### config.mk
export PLATFORM = sky130hd
export DESIGN_NAME = icache_ctrl
export DESIGN_NICKNAME = d
export VERILOG_FILES = /design/src/rtl/icache_ctrl.sv
export SDC_FILE = /design/constraint.sdc
export NUM_CORES = 1
export LEC_CHECK = 0
export ABC_AREA = 1
export CORE_ASPECT_RATIO = 0.8
export CORE_UTILIZATION = 45
export CTS_CLUSTER_SIZE = 40
export DETAILED_ROUTE_END_ITERATION = 10
export PLACE_DENSITY = 0.87
export SETUP_SLACK_MARGIN = 0.15
export SYNTH_ARGS = -nofsm -noshare
export SYNTH_HDL_FRONTEND = slang
export SYNTH_SLANG_ARGS = --single-unit
### constraint.sdc
create_clock -name clk -period 3 [get_ports clk]
set_input_delay 0.9 -clock clk [delete_from_list [all_inputs] [get_ports clk]]
set_output_delay 0.9 -clock clk [all_outputs]
set_load 0.005 [all_outputs]
### src/rtl/icache_ctrl.sv
// icache_ctrl: miss/fill sequencer for a 2-way, 64-set instruction cache with 8 x 16-bit words per block.
// Optional ICACHE_HIT_LRU_EN: hits on the non-MRU way refresh both ways' LRU bits.
module icache_ctrl #(
    parameter int ADDR_W  = 16,
    parameter int WORDS   = 8,
    parameter int MEM_LAT = 4
) (
    input  logic              clk,
    input  logic              rst,
    input  logic              req_valid,
    input  logic [ADDR_W-1:0] req_addr,
    input  logic [7:0]        tag_out0,
    input  logic [7:0]        tag_out1,
    input  logic [15:0]       mem_data,
    input  logic              mem_data_valid,
    output logic              hit,
    output logic              stall,
    output logic              mem_rd_en,
    output logic [ADDR_W-1:0] mem_addr,
    output logic              data_wrt_en,
    output logic              tag_wrt_en,
    output logic              way0,
    output logic              way1,
    output logic [7:0]        tag_in,
    output logic [15:0]       data_in,
    output logic [63:0]       blk_en,
    output logic [7:0]        word_enable,
    output logic              fill_done
);

    if (ADDR_W != 16 || WORDS != 8 || MEM_LAT < 1) begin : g_cfg_check
        $error("icache_ctrl: unsupported configuration");
    end

    localparam logic [3:0] WORDS_C = 4'(WORDS);

    typedef enum logic [2:0] {
        S_IDLE, S_FILL, S_TAG_NEW, S_TAG_OLD, S_DONE, S_HIT_A, S_HIT_B
    } state_t;

    state_t      state_q, state_d;
    logic [3:0]  issue_cnt_q, issue_cnt_d;
    logic [3:0]  rcv_cnt_q, rcv_cnt_d;
    logic [5:0]  tag_q, tag_d;
    logic [5:0]  set_q, set_d;
    logic        victim_q, victim_d;
    logic [6:0]  other_meta_q, other_meta_d;
    logic        mem_rd_en_q, mem_rd_en_d;
    logic [15:0] mem_addr_q, mem_addr_d;
    logic        tag_wrt_en_q, tag_wrt_en_d;
    logic        tag_way_q, tag_way_d;
    logic [7:0]  tag_in_q, tag_in_d;
    logic        fill_done_q, fill_done_d;

    logic [5:0]  req_tag, req_set, blk_set;
    logic        hit0, hit1, hit_any, miss_victim, rcv_ok;
    logic        unused_addr_bits;

    assign unused_addr_bits = ^req_addr[3:0];

    always_comb begin
        req_tag = req_addr[15:10];
        req_set = req_addr[9:4];
        hit0    = tag_out0[6] && (tag_out0[5:0] == req_tag);
        hit1    = tag_out1[6] && (tag_out1[5:0] == req_tag);
        hit_any = req_valid && (hit0 || hit1);
        // Prefer an empty way, then the LRU way; a tie falls back to way0.
        if (!tag_out0[6])                   miss_victim = 1'b0;
        else if (!tag_out1[6])              miss_victim = 1'b1;
        else if (tag_out0[7] != tag_out1[7]) miss_victim = tag_out1[7];
        else                                miss_victim = 1'b0;
    end

    always_comb begin
        rcv_ok      = (state_q == S_FILL) && mem_data_valid && (rcv_cnt_q < WORDS_C);
        hit         = (state_q == S_IDLE) && hit_any;
        stall       = (state_q != S_IDLE) || (req_valid && !hit_any);
        data_wrt_en = rcv_ok;
        word_enable = rcv_ok ? (8'd1 << rcv_cnt_q[2:0]) : 8'd0;
        data_in     = mem_data;
        way1        = tag_wrt_en_q ? tag_way_q  : (rcv_ok && victim_q);
        way0        = tag_wrt_en_q ? !tag_way_q : (rcv_ok && !victim_q);
        blk_set     = (state_q == S_IDLE) ? req_set : set_q;
        blk_en      = 64'd1 << blk_set;
        mem_rd_en   = mem_rd_en_q;
        mem_addr    = mem_addr_q;
        tag_wrt_en  = tag_wrt_en_q;
        tag_in      = tag_in_q;
        fill_done   = fill_done_q;
    end

    always_comb begin
        state_d      = state_q;
        issue_cnt_d  = issue_cnt_q;
        rcv_cnt_d    = rcv_cnt_q;
        tag_d        = tag_q;
        set_d        = set_q;
        victim_d     = victim_q;
        other_meta_d = other_meta_q;
        mem_rd_en_d  = 1'b0;
        mem_addr_d   = 16'd0;
        tag_wrt_en_d = 1'b0;
        tag_way_d    = 1'b0;
        tag_in_d     = 8'd0;
        fill_done_d  = 1'b0;
        case (state_q)
            S_IDLE: begin
                if (req_valid && !hit_any) begin
                    state_d      = S_FILL;
                    tag_d        = req_tag;
                    set_d        = req_set;
                    victim_d     = miss_victim;
                    other_meta_d = miss_victim ? tag_out0[6:0] : tag_out1[6:0];
                    rcv_cnt_d    = 4'd0;
                    issue_cnt_d  = 4'd1;
                    mem_rd_en_d  = 1'b1;
                    mem_addr_d   = {req_tag, req_set, 3'd0, 1'b0};
                    // Invalidate the victim so a partially filled line can never hit.
                    tag_wrt_en_d = 1'b1;
                    tag_way_d    = miss_victim;
                    tag_in_d     = {2'b00, miss_victim ? tag_out1[5:0] : tag_out0[5:0]};
                end
`ifdef ICACHE_HIT_LRU_EN
                else if (hit_any && (hit0 ? tag_out0[7] : tag_out1[7])) begin
                    state_d      = S_HIT_A;
                    set_d        = req_set;
                    victim_d     = !hit0;
                    other_meta_d = hit0 ? tag_out1[6:0] : tag_out0[6:0];
                    tag_wrt_en_d = 1'b1;
                    tag_way_d    = !hit0;
                    tag_in_d     = {1'b0, hit0 ? tag_out0[6:0] : tag_out1[6:0]};
                end
`endif
            end
            S_FILL: begin
                if (rcv_ok) rcv_cnt_d = rcv_cnt_q + 4'd1;
                if (rcv_cnt_d == WORDS_C) begin
                    state_d      = S_TAG_NEW;
                    tag_wrt_en_d = 1'b1;
                    tag_way_d    = victim_q;
                    tag_in_d     = {2'b01, tag_q};
                end else if (issue_cnt_q < WORDS_C) begin
                    mem_rd_en_d  = 1'b1;
                    mem_addr_d   = {tag_q, set_q, issue_cnt_q[2:0], 1'b0};
                    issue_cnt_d  = issue_cnt_q + 4'd1;
                end
            end
            S_TAG_NEW: begin
                state_d      = S_TAG_OLD;
                tag_wrt_en_d = 1'b1;
                tag_way_d    = !victim_q;
                tag_in_d     = {1'b1, other_meta_q};
            end
            S_TAG_OLD: begin
                state_d     = S_DONE;
                fill_done_d = 1'b1;
            end
            S_DONE:  state_d = S_IDLE;
            S_HIT_A: begin
                state_d      = S_HIT_B;
                tag_wrt_en_d = 1'b1;
                tag_way_d    = !victim_q;
                tag_in_d     = {1'b1, other_meta_q};
            end
            S_HIT_B: state_d = S_IDLE;
            default: state_d = S_IDLE;
        endcase
    end

    always_ff @(posedge clk or posedge rst) begin
        if (rst) begin
            state_q      <= S_IDLE;
            issue_cnt_q  <= 4'd0;
            rcv_cnt_q    <= 4'd0;
            tag_q        <= 6'd0;
            set_q        <= 6'd0;
            victim_q     <= 1'b0;
            other_meta_q <= 7'd0;
            mem_rd_en_q  <= 1'b0;
            mem_addr_q   <= 16'd0;
            tag_wrt_en_q <= 1'b0;
            tag_way_q    <= 1'b0;
            tag_in_q     <= 8'd0;
            fill_done_q  <= 1'b0;
        end else begin
            state_q      <= state_d;
            issue_cnt_q  <= issue_cnt_d;
            rcv_cnt_q    <= rcv_cnt_d;
            tag_q        <= tag_d;
            set_q        <= set_d;
            victim_q     <= victim_d;
            other_meta_q <= other_meta_d;
            mem_rd_en_q  <= mem_rd_en_d;
            mem_addr_q   <= mem_addr_d;
            tag_wrt_en_q <= tag_wrt_en_d;
            tag_way_q    <= tag_way_d;
            tag_in_q     <= tag_in_d;
            fill_done_q  <= fill_done_d;
        end
    end

endmodule

==> results, run 1 <==
- STA puts the critical path data arrival time at 2.28 ns.
- Setup violations remaining at the end of the flow were counted as 62.
- The worst setup path is launched from a flip-flop.
- The area growth from synthesis to layout is 65.2%.
- For this configuration, the core starts out at a cell density of 0.463.
- The slowest stage of the critical path is the sky130_fd_sc_hd__dfrtp_2 cell.
- For met2 alone, demand over resource in global routing was 0.509.
- Based on the critical path, the design can be clocked at up to 0.315 GHz.
- The final setup slack of the worst path is -0.177 ns.
- The family of cells with the greatest summed delay on the critical path is simple AND/OR/NAND/NOR gates.
- The number of global-route vias before repair is 4104.
- The clock skew is 0.00897 ns.
- In the synthesized netlist, the number of instances is 536.
- Measured against its own limit, the worst slew margin works out to 0.526.
- The sum of net half-perimeters after detailed placement is 7.52 mm.
- The path type of the worst setup path is flip-flop to primary output.
- Of all flip-flops after synthesis, the portion carrying an async set or reset was 1.00.
- The count of buffers added on input and output ports is 134.
- The final max-slew violation count is 0.
- After synthesis, the mean cell area works out to 6.83 um2.
- In the global route stage, met1 resource usage came out at 0.358.
- The detailed router finished its first iteration with 430 violations.
- The number of cells on the worst reg-to-reg path is 13.
- The overall track demand over capacity in global routing is 0.298.
- STA classifies the critical path endpoint as a primary output.
- The die covers 8500 um2.
- The core utilization of the finished layout is 0.764.
- The flip-flop cell with the highest count after synthesis is sky130_fd_sc_hd__dfrtp_1.
- The share of final-layout standard cells stronger than drive strength 1 is 0.451.
- Once detail routing completed, the nets flagged for antenna violations numbered 0.
- The placeable core area is 7910 um2.
- After synthesis the cells add up to 3660 um2.
- The count of clock tree sinks is 58.
- The sequential-to-total area share from yosys stat is 0.396.
- The worst vdd rail ir drop is 0.935 mV.
- The critical path depth in cells is 12.
- Clock-pin slew was measured on the worst setup and hold paths at 0.07 ns.
- Entering global routing, the biggest net connects 59 pins.
- The deepest level of the CTS H-tree is 3.
- The checks that failed: negative setup slack.
- The synthesized design contains 58 register bits.
- Along the worst hold path, the cell count comes to 2.
- The largest fanout of any net on the critical path is 6.
- Across the run, the number of max-cap violations was 0.
- The share of the clock period used by the worst path after layout is 1.06.
- The final total power is 6.89 mW.
- Counting along the longest clock path gives a buffer depth of 2.
- The count of unique library cells instantiated by Yosys is 33.
- At the worst endpoint, the required time is 2.10 ns.
- The run finished, with violations left.
- In this run the worst hold path is classified as flip-flop to flip-flop.
- The number of clock buffers inserted by TritonCTS is 9.
- The root buffer cell is sky130_fd_sc_hd__clkbuf_8.
- The CTS tree is yes.
- The number of detailed-routing iterations run before antenna repair is 5.
- The most used routing layer is met2.
- The final layout net count is 792.
- Yosys printed 0 warnings.
- The signal on the critical path passes through nor2_4 -> nand2_4 -> buf_6 -> nand2_2 -> o21ai_4 -> inv_4 -> buf_12 -> nand2_8 -> nor2_2 -> nand2_1 -> nor2_1 -> clkdlybuf4s15_2.
- The number of flops mapped to enable cells by yosys is 0.
- The leakage dissipation is 3.22 nW.
- The peak per-stage delay on the critical path is 0.43 ns.
- 172 I/O pins were placed.
- The hold violation total from the final report is 0.
- The first-pass GRT wire length is 19.3 mm.
- Routability-driven placement finished with a final weighted congestion of 0.966.
- The number of antenna violations at the first check in global routing is 0.
- The global route total overflow is 0.
- The minimum hold slack is 0.496 ns.
- For met3 alone, demand over resource in global routing was 0.0816.
- Setup repair after global routing could not meet its margin everywhere.
- In this run the horizontal extent of the chip is 103 um.
- The die outline height is 82.7 um.
- The shortest clock period the worst path allows after layout is 3.18 ns.
- The via count is 4565.
- The clock latency on the worst-skew pair is 0.33 ns.
- For this design the ratio of total power to cell area is 1140 nW/um2.
- The routed length per instance is 16.5 um.
- The buffer and inverter count on the worst path is 4.
- After floorplanning, the core was divided into 29 placement rows.
- OpenSTA, run right after detailed placement, puts the worst setup slack at -0.717 ns.
- The total routed wirelength is 13.9 mm.
- For the pin with the worst max-slew slack, the measured transition is 0.710 ns.
- In the routed design, unresolved DRC markers number 0.
- The post-synthesis net count is 595.
- After detailed routing, the number of vias per cell comes to 5.40.
==> path summary, 6_finish.rpt <==
kind / start / endpoint / slack [ns]
worst max-delay path: state_q[0] / blk_en[39] / -0.18
worst min-delay path: other_meta_q[5] / other_meta_q[5] / 0.50
worst max register to register: state_q[2] / tag_in[2] / 0.70
worst min register to register: other_meta_q[5] / other_meta_q[5] / 0.50
max in group asynchronous: rst / state_q[1] / 1.79
min in group asynchronous: rst / issue_cnt_q[2] / 0.95
==> kinds of logic (layout without fill, tap and decap cells) <==
group,count (synthesis),in the layout,share of synthesized area
xor gates and xnor gates,2,2,0.00479
AOI/OAI and AO/OA,57,57,0.0906
DFF,58,58,0.396
adders and majority gates,7,7,0.0239
buffers and inverters,99,298,0.127
and+or+nand+nor,312,313,0.356
other,1,2,0.00102
==> repair_timing <==
item | in CTS | in global routing
pin swaps | 49 | 43
hold buffers | 0 | 0
resized for setup | 373 | 157
buffers inserted | 33 | 18
setup endpoints to repair | 77 | 109
gates cloned | 3 | 1
==> flip-flops by register name (all words and copies together), names as in the netlist, 3 cells and up <==
signal	cells
issue_cnt_q	4
tag_q	6
rcv_cnt_q	4
other_meta_q	7
state_q	3
tag_in	8
set_q	6
mem_addr	15
==> report_power, final <==
part           switching, mW  internal [mW]
Clock                  0.298          0.306
Combinational           2.82           2.15
Sequential             0.197           1.12
Total                   3.32           3.58
==> worst min-delay path: cells and delay by family, from the launching register on <==
kind / cells / cell delay, ns
DFF: 1 / 0.35
AOI/OAI and AO/OA: 1 / 0.06
and+or+nand+nor: 1 / 0.05
==> synthesized netlist by cell type (2+ instances only) <==
cell                       count  share of area
sky130_fd_sc_hd__o21ai_1       9          0.012
sky130_fd_sc_hd__a21oi_1       3         0.0041
sky130_fd_sc_hd__dfrtp_1      58           0.40
sky130_fd_sc_hd__buf_4        17          0.035
sky130_fd_sc_hd__nand3_2       4          0.011
sky130_fd_sc_hd__nand3_1       9          0.012
sky130_fd_sc_hd__inv_2         6         0.0062
sky130_fd_sc_hd__nor2_2       11          0.019
sky130_fd_sc_hd__inv_1        56          0.057
sky130_fd_sc_hd__buf_2        10          0.014
sky130_fd_sc_hd__clkbuf_1      6         0.0062
sky130_fd_sc_hd__ha_1          7          0.024
sky130_fd_sc_hd__buf_6         2         0.0062
sky130_fd_sc_hd__nand4_1       5         0.0085
sky130_fd_sc_hd__nor3_1        9          0.012
sky130_fd_sc_hd__nor2_4        2         0.0062
sky130_fd_sc_hd__o21ai_2       4         0.0096
sky130_fd_sc_hd__nand2_1     178           0.18
sky130_fd_sc_hd__a22oi_1       5          0.010
sky130_fd_sc_hd__o21ai_0      31          0.042
sky130_fd_sc_hd__xor2_1        2         0.0048
sky130_fd_sc_hd__nor2_1       90          0.092
sky130_fd_sc_hd__o22ai_1       2         0.0034
==> cell usage in the layout (no fill, tap or decap), types with 8 or more instances in the layout <==
master / n
sky130_fd_sc_hd__dfrtp_1: 56
sky130_fd_sc_hd__buf_6: 14
sky130_fd_sc_hd__nand3_1: 9
sky130_fd_sc_hd__inv_2: 18
sky130_fd_sc_hd__clkbuf_2: 14
sky130_fd_sc_hd__dlygate4sd2_1: 9
sky130_fd_sc_hd__nor2_2: 35
sky130_fd_sc_hd__buf_12: 8
sky130_fd_sc_hd__o21ai_0: 27
sky130_fd_sc_hd__nor2_4: 17
sky130_fd_sc_hd__nand2_2: 31
sky130_fd_sc_hd__buf_2: 61
sky130_fd_sc_hd__buf_4: 67
sky130_fd_sc_hd__clkbuf_8: 10
sky130_fd_sc_hd__o21ai_1: 9
sky130_fd_sc_hd__nor2_1: 51
sky130_fd_sc_hd__nand2_1: 138
sky130_fd_sc_hd__clkdlybuf4s50_1: 35
sky130_fd_sc_hd__inv_1: 39
sky130_fd_sc_hd__nand2_4: 10
==> stage by stage <==
step / setup TNS, ns / instances / cell area, um2
floorplan: 0 / 536 / 3660
global placement: -37.48 / 775 / 5230
detailed placement: -39.80 / 775 / 5230
CTS: -0.539 / 825 / 5790
global route: -8.66 / 844 / 6040
finish: -4.62 / 845 / 6050
==> final cells by class <==
class | count | area [um2]
Antenna cell | 1 | 2.50
Inverter | 64 | 272
Fill cell | 531 | 1860
Sequential cell | 58 | 1450
Timing Repair Buffer | 220 | 1810
Tap cell | 108 | 135
Multi-Input combinational cell | 380 | 2210
Clock buffer | 10 | 138
Clock inverter | 4 | 20.0
==> metal layers <==
layer	vias up	part of all wire
met5	-	0
met4	0	0.050
met3	99	0.088
met2	326	0.49
met1	2106	0.37
li1	2034	-
(Power assumes the default switching activity.)
==> run 2: changes to the inputs <==
--- a/config.mk
+++ b/config.mk
@@ -7,10 +7,10 @@
 export LEC_CHECK = 0
 export ABC_AREA = 1
 export CORE_ASPECT_RATIO = 0.8
-export CORE_UTILIZATION = 45
+export CORE_UTILIZATION = 38
 export CTS_CLUSTER_SIZE = 40
 export DETAILED_ROUTE_END_ITERATION = 10
-export PLACE_DENSITY = 0.87
+export PLACE_DENSITY = 0.78
 export SETUP_SLACK_MARGIN = 0.15
 export SYNTH_ARGS = -nofsm -noshare
 export SYNTH_HDL_FRONTEND = slang
==> constraint.sdc (replaced) <==
create_clock -name clk -period 2.9 [get_ports clk]
set_input_delay 0.87 -clock clk [delete_from_list [all_inputs] [get_ports clk]]
set_output_delay 0.87 -clock clk [all_outputs]
set_load 0.005 [all_outputs]
==> run 2 against run 1 <==
Against the previous run:
- the run ends with design-rule violations, negative setup slack left
- first-iteration DRC count is 60% lower
- total power is 4.3% lower
- worst setup slack better by 0.026 ns
- via count is 12% lower
- critical endpoint is now blk_en[12]
==> results, run 2 (same netlist as run 1, synthesis figures left out) <==
- The run finished, with violations left.
- The final reports fail on design-rule violations, negative setup slack.
- The worst slew margin relative to its limit is 0.637 (+0.111).
- The area growth from synthesis to layout is 59.6%.
- The total routed wirelength is 11.3 mm (-18%).
- The largest fanout of any net on the critical path is 8 (+2).
- The number of primary I/O pins is 172 (unchanged).
- The via count was 4031 (-12%).
- The total of fill cells in the finished design is 764 (+44%).
- The first-pass GRT wire length was 18.4 mm (-4.6%).
- The path type of the worst setup path is flip-flop to primary output.
- STA classifies the critical path endpoint as a primary output.
- The class of the tightest hold or removal check is flip-flop to flip-flop.
- The site row count is 31 (+6.9%).
- The overall track demand over capacity in global routing is 0.230 (-0.0681).
- The multi-input combinational cell area is 2120 um2 (-4.5%).
- The placeable core area was 9190 um2 (+16%).
- The chip width is 112 um (+8.6%).
- The post-cts hold buffer count is 0 (unchanged).
- The summed negative setup slack over all endpoints is -1.75 ns (+2.87 ns).
- The areal power density over the cells is 1130 nW/um2 (-0.98%).
- Setup repair after global routing could not meet its margin everywhere.
- The die outline height is 89.8 um (+8.6%).
- The core utilization of the finished layout came to 0.635 (-0.129).
- The antenna cell count is 0 (-1).
- The number of global-route vias before repair is 3858 (-6.0%).
- The total setup violations reported at the end of the flow is 34 (-45%).
- The final setup slack of the worst path came to -0.151 ns (+0.0262 ns).
- The number of detailed-routing iterations run before antenna repair is 7 (+2).
- The worst vdd rail ir drop is 0.497 mV (-47%).
- Leaving out fill and tap cells, the most frequent cell in the layout is sky130_fd_sc_hd__nand2_1.
- The sum of net half-perimeters after detailed placement was 7.71 mm (+2.4%).
- The worst setup path is launched from a flip-flop.
- Based on the critical path, the design can be clocked at up to 0.328 GHz.
- The final layout net count is 773 (-2.4%).
- The number of violations of the max-capacitance limit is 0 (unchanged).
- The final weighted congestion in routability-driven placement is 0.842 (-13%).
- The transition time at the pin with the least slew margin is 0.545 ns (-0.165 ns).
- The buffer depth of the longest clock path came to 2 (unchanged).
- The hold violation total from the final report is 0 (unchanged).
- The deepest level of the CTS H-tree is 3 (unchanged).
- The number of nets with antenna violations after routing is 0 (unchanged).
- The final max-slew violation count came to 0 (unchanged).
- Dividing the final minimum period by the clock period gives 1.05.
- The number of flip-flops in the largest register is 15 (unchanged).
- The count of clock tree sinks was 58 (unchanged).
- The number of clock buffers inserted by TritonCTS is 9 (unchanged).
- The total of buffers placed on input and output ports is 134 (unchanged).
- The number of cells in the design after placement is 787 (+1.5%).
- The number of violations reported at the end of detailed-routing iteration 0 is 174 (-60%).
- The critical path required time is 2.03 ns (-0.07 ns).
- The maximum number of pins on one net before global-route repair came to 59 (unchanged).
- Tracing the worst setup path back leads to its startpoint at state_q[0].
- The remaining design rule violation count was 2 (+2).
- The routed via count divided by cell count is 4.83 (-11%).
- Clock tree synthesis selected as its root buffer the cell sky130_fd_sc_hd__clkbuf_16.
- Leaving out fill and tap cells, the most frequent cells in the layout are 148 x sky130_fd_sc_hd__nand2_1, 71 x sky130_fd_sc_hd__nor2_1, 61 x sky130_fd_sc_hd__buf_2, 58 x sky130_fd_sc_hd__dfrtp_1, 52 x sky130_fd_sc_hd__buf_4.
- TritonCTS built the clock tree.
- The register area came to 1450 um2 (-0.17%).
- The global route total overflow is 0 (unchanged).
- The leakage dissipation is 3.14 nW (-2.6%).
- The shortest clock period the worst path allows after layout is 3.05 ns.
- The final total power was 6.59 mW (-4.3%).
- The clock skew is 0.00330 ns (-0.00567 ns).
- The critical path data arrival time is 2.18 ns (-0.10 ns).
- The clock latency on the worst-skew pair was 0.33 ns (about the same).
- The final instance count without filler cells is 834 (-1.3%).
- The routed length per instance came to 13.6 um (-17%).
- The die area was 10000 um2 (+18%).
- The minimum setup slack after placement is -0.730 ns (-0.0127 ns).
- The share of final-layout standard cells stronger than drive strength 1 was 0.377 (-0.0742).
- The starting utilization of the core area is 0.398 (-0.0646).
- The hold path startpoint is other_meta_q[5].
- The number of antenna violations at the first check in global routing is 0 (unchanged).
- The clock-pin transition on the worst setup and hold timing paths is 0.05 ns (-0.02 ns).
- The launching point of the worst reg2reg path is state_q[0].
run 2: repair_timing:
action	in CTS	in global routing
resized for setup	345	133
cloned	1	0
setup buffers	21	9
pin swaps	61	47
endpoints found under the setup margin	77	72
run 2: per-layer routing:
metal | GRT usage | share of wire | vias to the layer above
li1 | - | - | 1987
met1 | 0.284 | 0.42 | 1892
met2 | 0.377 | 0.49 | 116
met3 | 0.0674 | 0.059 | 36
met4 | 0.0923 | 0.030 | 0
met5 | 0 | 0 | -
run 2: layout make-up:
type	instances	area share
Multi-Input combinational cell	380	0.362
Timing Repair Buffer	201	0.271
Sequential cell	58	0.248
Inverter	64	0.0443
Clock buffer	11	0.0398
Tap cell	115	0.0246
Clock inverter	5	0.00942
run 2: path summary, 6_finish.rpt:
| kind | endpoint | slack, ns | cells after the start |
|---|---|---|---|
| worst max-delay path | blk_en[12] | -0.15 | 11 |
| worst min-delay path | other_meta_q[5] | 0.50 | 2 |
| worst max register to register | mem_addr[7] | 0.68 | 11 |
| worst min register to register | other_meta_q[5] | 0.50 | 2 |
| max in group asynchronous | set_q[5] | 1.73 | 3 |
| min in group asynchronous | tag_way_q | 0.92 | 3 |
run 2: through the flow:
| step | hold WS, ns | cell area, um2 |
|---|---|---|
| floorplan | 0.453 | 3660 |
| global placement | 0.467 | 5260 |
| detailed placement | 0.482 | 5260 |
| CTS | 0.495 | 5690 |
| global route | 0.530 | 5840 |
| finish | 0.496 | 5840 |
run 2: worst max-delay path, cell delays in order (launching register included):
cell and delay [ns]:
sky130_fd_sc_hd__dfrtp_1 0.40, sky130_fd_sc_hd__nor2_4 0.18, sky130_fd_sc_hd__nand2_8 0.12, sky130_fd_sc_hd__nand2_2 0.10, sky130_fd_sc_hd__o21ai_4 0.06, sky130_fd_sc_hd__buf_4 0.15, sky130_fd_sc_hd__nor2_4 0.12, sky130_fd_sc_hd__nand2_2 0.10
sky130_fd_sc_hd__nor2_2 0.11, sky130_fd_sc_hd__nand2_1 0.08, sky130_fd_sc_hd__nor2_1 0.16, sky130_fd_sc_hd__clkdlybuf4s15_2 0.24
run 2: power by group:
| group | switching [mW] | total, mW | internal [mW] | leakage [nW] |
|---|---|---|---|---|
| Combinational | 2.46 | 4.23 | 1.77 | 2.25 |
| Clock | 0.358 | 1.02 | 0.660 | 0.136 |
| Sequential | 0.188 | 1.34 | 1.16 | 0.746 |
| Total | 3.01 | 6.59 | 3.59 | 3.14 |
